File: src/rtl/sky_stacker_pkg.sv
// Shared definitions for the sky-stacker game pipeline: screen geometry,
// block colour codes and the falling-block FSM state encoding.
package sky_stacker_pkg;

    localparam int SCREEN_W = 640;
    localparam int SCREEN_H = 480;

    typedef enum logic [1:0] {
        COL_EMPTY = 2'b00,
        COL_A     = 2'b01,
        COL_B     = 2'b10,
        COL_C     = 2'b11
    } color_t;

    typedef enum logic [1:0] {
        ST_IDLE  = 2'b00,
        ST_SPAWN = 2'b01,
        ST_FALL  = 2'b10,
        ST_WAIT  = 2'b11
    } fall_state_t;

    // A spawned block must never carry the empty code.
    function automatic logic [1:0] nonzero_color(input logic [1:0] c);
        return (c == COL_EMPTY) ? COL_A : c;
    endfunction

endpackage

File: src/rtl/falling_block_lfsr16.sv
// 16-bit Fibonacci LFSR (taps 16,14,13,11) used as the spawn randomiser.
module lfsr16 #(
    parameter logic [15:0] SEED = 16'hACE1
) (
    input  logic        clk,
    input  logic        rst,
    output logic [15:0] lfsr
);

    always_ff @(posedge clk) begin
        if (rst) lfsr <= SEED;
        else     lfsr <= {lfsr[14:0], lfsr[15] ^ lfsr[13] ^ lfsr[12] ^ lfsr[10]};
    end

endmodule

File: src/rtl/falling_block.sv
// Falling-block feeder: spawns a random block, drops it on divider ticks and
// reports caught/missed. Optional macro FALL_SPEEDUP_EN adds a catch-driven speed level.
//
// state | meaning
// IDLE  | not dropping; waits for start
// SPAWN | block just loaded (spawned=1), becomes active next cycle
// FALL  | block descends one step per tick until caught or missed
// WAIT  | gap of SPAWN_GAP ticks before the next spawn
module falling_block
    import sky_stacker_pkg::*;
#(
    parameter int unsigned DIV_BITS  = 18,
    parameter int unsigned FALL_STEP = 1,
    parameter int unsigned START_Y   = 0,
    parameter int unsigned MISS_Y    = 440,
    parameter int unsigned X_OFS     = 50,
    parameter int unsigned SPAWN_GAP = 8,
    parameter logic [15:0] LFSR_SEED = 16'hACE1
) (
    input  logic       clk,
    input  logic       rst,
    input  logic       start,
    input  logic       stop,
    input  logic       caught,
    output logic [9:0] fall_x,
    output logic [9:0] fall_y,
    output logic [1:0] fall_color,
    output logic       active,
    output logic       spawned,
    output logic       missed
);

    fall_state_t state, state_n;

    logic [15:0]         lfsr;
    logic [DIV_BITS-1:0] div_cnt;
    logic                tick;
    logic [7:0]          gap_cnt, gap_n;
    logic [9:0]          step;
    logic [10:0]         y_sum;
    logic                miss_hit;
    logic [9:0]          spawn_x;
    logic [1:0]          spawn_col;
    logic [9:0]          x_n, y_n;
    logic [1:0]          col_n;
    logic                active_n, spawned_n, missed_n;
    logic                lfsr_unused;

    lfsr16 #(.SEED(LFSR_SEED)) u_lfsr (
        .clk  (clk),
        .rst  (rst),
        .lfsr (lfsr)
    );

    assign lfsr_unused = ^{lfsr[15:12], lfsr[9]};

`ifdef FALL_SPEEDUP_EN
    logic [2:0] level, level_n;
    assign step = 10'(FALL_STEP) + {7'd0, level};
`else
    assign step = 10'(FALL_STEP);
`endif

    assign tick      = (div_cnt == '0);
    assign y_sum     = {1'b0, fall_y} + {1'b0, step};
    assign miss_hit  = (y_sum >= 11'(MISS_Y));
    assign spawn_x   = {1'b0, lfsr[8:0]} + 10'(X_OFS);
    assign spawn_col = nonzero_color(lfsr[11:10]);

    always_ff @(posedge clk) begin
        if (rst) div_cnt <= '0;
        else     div_cnt <= div_cnt - DIV_BITS'(1);
    end

    always_comb begin
        state_n   = state;
        x_n       = fall_x;
        y_n       = fall_y;
        col_n     = fall_color;
        gap_n     = gap_cnt;
        spawned_n = 1'b0;
        missed_n  = 1'b0;
`ifdef FALL_SPEEDUP_EN
        level_n   = level;
`endif
        case (state)
            ST_IDLE: begin
                if (start) begin
                    state_n   = ST_SPAWN;
                    x_n       = spawn_x;
                    y_n       = 10'(START_Y);
                    col_n     = spawn_col;
                    spawned_n = 1'b1;
`ifdef FALL_SPEEDUP_EN
                    level_n   = 3'd0;
`endif
                end
            end
            ST_SPAWN: state_n = ST_FALL;
            ST_FALL: begin
                // caught outranks a coincident miss tick
                if (caught) begin
                    state_n = ST_WAIT;
                    gap_n   = 8'(SPAWN_GAP);
`ifdef FALL_SPEEDUP_EN
                    level_n = (level == 3'd7) ? level : level + 3'd1;
`endif
                end else if (tick) begin
                    if (miss_hit) begin
                        state_n  = ST_WAIT;
                        gap_n    = 8'(SPAWN_GAP);
                        missed_n = 1'b1;
                    end else begin
                        y_n = y_sum[9:0];
                    end
                end
            end
            ST_WAIT: begin
                if (tick) begin
                    if (gap_cnt <= 8'd1) begin
                        state_n   = ST_SPAWN;
                        x_n       = spawn_x;
                        y_n       = 10'(START_Y);
                        col_n     = spawn_col;
                        spawned_n = 1'b1;
                    end else begin
                        gap_n = gap_cnt - 8'd1;
                    end
                end
            end
            default: state_n = ST_IDLE;
        endcase
        if (stop) begin
            state_n   = ST_IDLE;
            x_n       = '0;
            y_n       = '0;
            col_n     = '0;
            spawned_n = 1'b0;
            missed_n  = 1'b0;
        end
        active_n = (state_n == ST_FALL);
    end

    always_ff @(posedge clk) begin
        if (rst) begin
            state      <= ST_IDLE;
            fall_x     <= '0;
            fall_y     <= '0;
            fall_color <= '0;
            active     <= 1'b0;
            spawned    <= 1'b0;
            missed     <= 1'b0;
            gap_cnt    <= '0;
`ifdef FALL_SPEEDUP_EN
            level      <= '0;
`endif
        end else begin
            state      <= state_n;
            fall_x     <= x_n;
            fall_y     <= y_n;
            fall_color <= col_n;
            active     <= active_n;
            spawned    <= spawned_n;
            missed     <= missed_n;
            gap_cnt    <= gap_n;
`ifdef FALL_SPEEDUP_EN
            level      <= level_n;
`endif
        end
    end

endmodule

File: config.mk
export PLATFORM = sky130hd
export DESIGN_NAME = falling_block
export DESIGN_NICKNAME = d
export VERILOG_FILES = /design/src/rtl/sky_stacker_pkg.sv /design/src/rtl/falling_block_lfsr16.sv /design/src/rtl/falling_block.sv
export SDC_FILE = /design/constraint.sdc
export NUM_CORES = 1
export LEC_CHECK = 0
export ABC_AREA = 1
export BUFFER_PORTS_ARGS = -buffer_cell sky130_fd_sc_hd__buf_2
export CAP_MARGIN = 15
export CORE_MARGIN = 3
export CORE_UTILIZATION = 53
export DETAILED_ROUTE_END_ITERATION = 16
export HOLD_SLACK_MARGIN = 0.05
export PLACE_DENSITY_LB_ADDON = 0.1
export SLEW_MARGIN = 20
export SYNTH_ARGS = -nofsm -noshare
export SYNTH_HDL_FRONTEND = slang
export SYNTH_SLANG_ARGS = --single-unit
File: constraint.sdc
create_clock -name clk -period 1.8 [get_ports clk]
set_input_delay 0.18 -clock clk [delete_from_list [all_inputs] [get_ports clk]]
set_output_delay 0.18 -clock clk [all_outputs]
set_load 0.005 [all_outputs]
==> reports/qor.csv <==
stage;metric;value;unit
run_status;outcome;finished, violations left;
run_status;failing checks;setup timing;
layout;Non-Filler Instances;610;
synthesis;count of flip-flops with a built-in enable after synthesis;0;
worst_setup_path;WS Path Type;flip-flop to flip-flop;
floorplanning;Core Region;6026;µm²
synthesis;Cell Area, Synth;3348;µm²
clock_tree;Clock Tree Buf Depth;2;
pwr;maximum vdd drop;0.0008727;V
clock_tree;clock buffer count from CTS;9;
placement;GPL Wtd Cong;0.9027;
synthesis;most frequent cell after synthesis;nand2_1;
floorplanning;row cnt;28;
sta;max_slew headroom;67.30;%
worst_hold_path;Hold WC Path Type;input pin to flip-flop;
worst_setup_path;WP data arrival;2.16;ns
synthesis;register area share after synthesis;41.26;%
worst_setup_path;Reg-to-Reg End;fall_y[1];
synthesis;Cells after Synth;462;
floorplanning;Die Ht;85.48;µm
sta;Setup TNS;-0.8635;ns
synthesis;Yosys cell types;35;
drt;DRT Pass-1 Iters;4;
worst_setup_path;Worst R2R Start;div_cnt[4];
worst_setup_path;Critical Path RT;2.04;ns
worst_setup_path;CP startpoint kind;flip-flop;
synthesis;Top FF cell, synth;dfxtp_1;
sta;clock skew;0.01087;ns
sta;Setup Viol. Count Final;10;
clock_tree;CTS Sinks;69;
drt;DRC;0;
layout;Final nets;545;
pwr;Pwr Density;917.4;nW/µm²
drt;drt total wl;7.922;mm
global_route;vias in the first global route;2882;
sta;RSZ-0062 raised after global routing;yes;
worst_setup_path;worst setup path start;div_cnt[4];
floorplanning;die footprint;7307;µm²
floorplanning;die width;85.48;µm
layout;layout cells sized above 1;33.46;%
worst_setup_path;CP Capture Point;fall_y[1];
clock_tree;CTS tree;done;
worst_setup_path;R2R setup slack;-0.12;ns
clock_tree;clk slew on worst S/H paths;0.08;ns
floorplanning;Starting Density;55.56;%
clock_tree;hold_buf cts;0;
global_route;initial antenna violation count;0;
synthesis;synth cell count leaders;nand2_1 (86), nor2_1 (71), dfxtp_1 (69);
layout;Ant. Diodes;0;
layout;Layout area overhead;29.63;%
floorplanning;Top Ports;30;
placement;post-DP HPWL;5.072;mm
sta;Pins Over Slew Limit;0;
sta;period utilization;106.4;%
placement;DP Worst Slack;-0.06095;ns
synthesis;top cell type's share of synthesized area;41.26;%
drt;post-route ant nets;0;
synthesis;Synth area leader;dfxtp_1;
sta;Final Hold Fails;0;
global_route;pin count of the biggest net entering global routing;37;
global_route;Total GRT Usage;21.13;%
synthesis;Mapped Nets;477;
drt;via count;3154;
sta;post-route setup slack;-0.1161;ns
global_route;global-route wire length before repair;12.53;mm
placement;DP Cell Count;581;
clock_tree;H-tree depth;3;
pwr;leak pwr;1.959;nW
drt;Vias/cell;5.170;
layout;final core occ;72.03;%
synthesis;Yosys reg bits;69;
worst_setup_path;crit path max fanout;5;
synthesis;dominant cells by area after synthesis;dfxtp_1 (41%), nand2_1 (9.6%), nor2_1 (8.0%), inv_1 (5.7%), nand3_1 (5.7%);
synthesis;Warnings, synthesis;0;
global_route;grt ovf;0;
placement;# port buffers;29;
clock_tree;Clock Tree Root;clkbuf_8;
drt;WL/cell;12.99;µm
run;max cap viols;0;
synthesis;syn_area_per_cell;7.247;µm²
drt;initial DRC count;154;
worst_setup_path;CP endpoint kind;flip-flop;
sta;measured slew at the worst slew-check pin;0.4900;ns
sta;Achievable Freq;0.5219;GHz
sta;time the worst path needs with I/O delays and setup;1.916;ns
worst_setup_path;Register-to-Register Path Depth;11;
synthesis;Async S/R FF share, synth;0;%
clock_tree;clk_lat worst skew;0.35;ns
flip-flops by register name, summed over array words and instances, names as in the netlist:
signal,count
fall_color,2
fall_x,10
gap_cnt,8
missed,1
spawned,1
fall_y,10
active,1
div_cnt,18
u_lfsr.lfsr,16
state,2
final cells by class:
cell class                      count  area, µm²
Multi-Input combinational cell    328       1962
Fill cell                         491       1685
Sequential cell                    69       1393
Timing Repair Buffer               65      481.7
Inverter                           55      211.5
Clock buffer                       10      137.6
Tap cell                           75      93.84
Clock inverter                      6      46.29
Timing Repair inverter              2      15.01
routing by layer:
layer	vias to the layer above	GRT usage (%)	share of wire, %	wire (µm)
met5	-	0	0	0
met4	0	9.640	2.5	196
met3	18	4.272	4.6	361
met2	82	33.12	47	3729
met1	1445	28.00	46	3635
li1	1609	-	-	-
power by group:
group          internal (mW)  leakage [nW]  switching, mW
Combinational          0.417          1.30          0.607
Sequential              1.67         0.570          0.107
Clock                  0.547        0.0893          0.638
Total                   2.63          1.96           1.35
critical path, cell delays in order, from the launching register on:
cell and delay (ns):
dfxtp_1 0.34, nor2_2 0.21, inv_2 0.08, nor2_4 0.14
nand3_4 0.10, nor2_4 0.13, nand4_1 0.17, o21bai_4 0.30
clkbuf_16 0.20, nand3_2 0.06, nand2_1 0.06, nor2_1 0.03
per-stage QoR:
step                instance area, µm²  hold WS [ns]  power (mW)
CTS                               3996       0.07133       3.798
floorplan                         3348        0.2569       2.362
global route                      4340       0.09718       4.198
global placement                  3764        0.3926       2.576
finish                            4340        0.1076       3.982
detailed placement                3764        0.3940       2.596
cell usage in the layout, fill, tap and decap left out, types with 8 or more instances in the layout:
cell       n
nand3_1   32
xor2_1     8
nand2_1   74
o21ai_0   17
or2_2     10
buf_4     29
inv_1     46
clkbuf_8  10
dfxtp_1   60
nand3_2   10
buf_2     29
dfxtp_2    9
a21oi_1   31
nand2_2   12
nor2_1    61
nor2_2    12
kinds of logic after synthesis:
kind of cell               after synthesis  share of synthesized area, %
AOI/OAI and AO/OA                       69                         11.58
adders and majority gates               10                         3.737
and+or+nand+nor                        234                         31.91
xor gates and xnor gates                14                         3.662
buffers and inverters                   66                         7.847
DFF                                     69                         41.26
what timing repair did:
action,in CTS,in global routing
pin swaps,3,22
resized for setup,10,75
setup endpoints to repair,22,36
endpoints found under the hold margin,0,0
gates cloned,1,3
setup buffers,2,7
how the worst min path moves through the flow:
stage / startpoint / to / cells past startpoint
detailed placement: u_lfsr.lfsr[9] / u_lfsr.lfsr[10] / 1
global route: caught / missed / 2
CTS: caught / missed / 2
global placement: u_lfsr.lfsr[14] / u_lfsr.lfsr[15] / 1
floorplan: caught / missed / 1
finish: caught / missed / 2
Power figures use the tool's default switching activity.
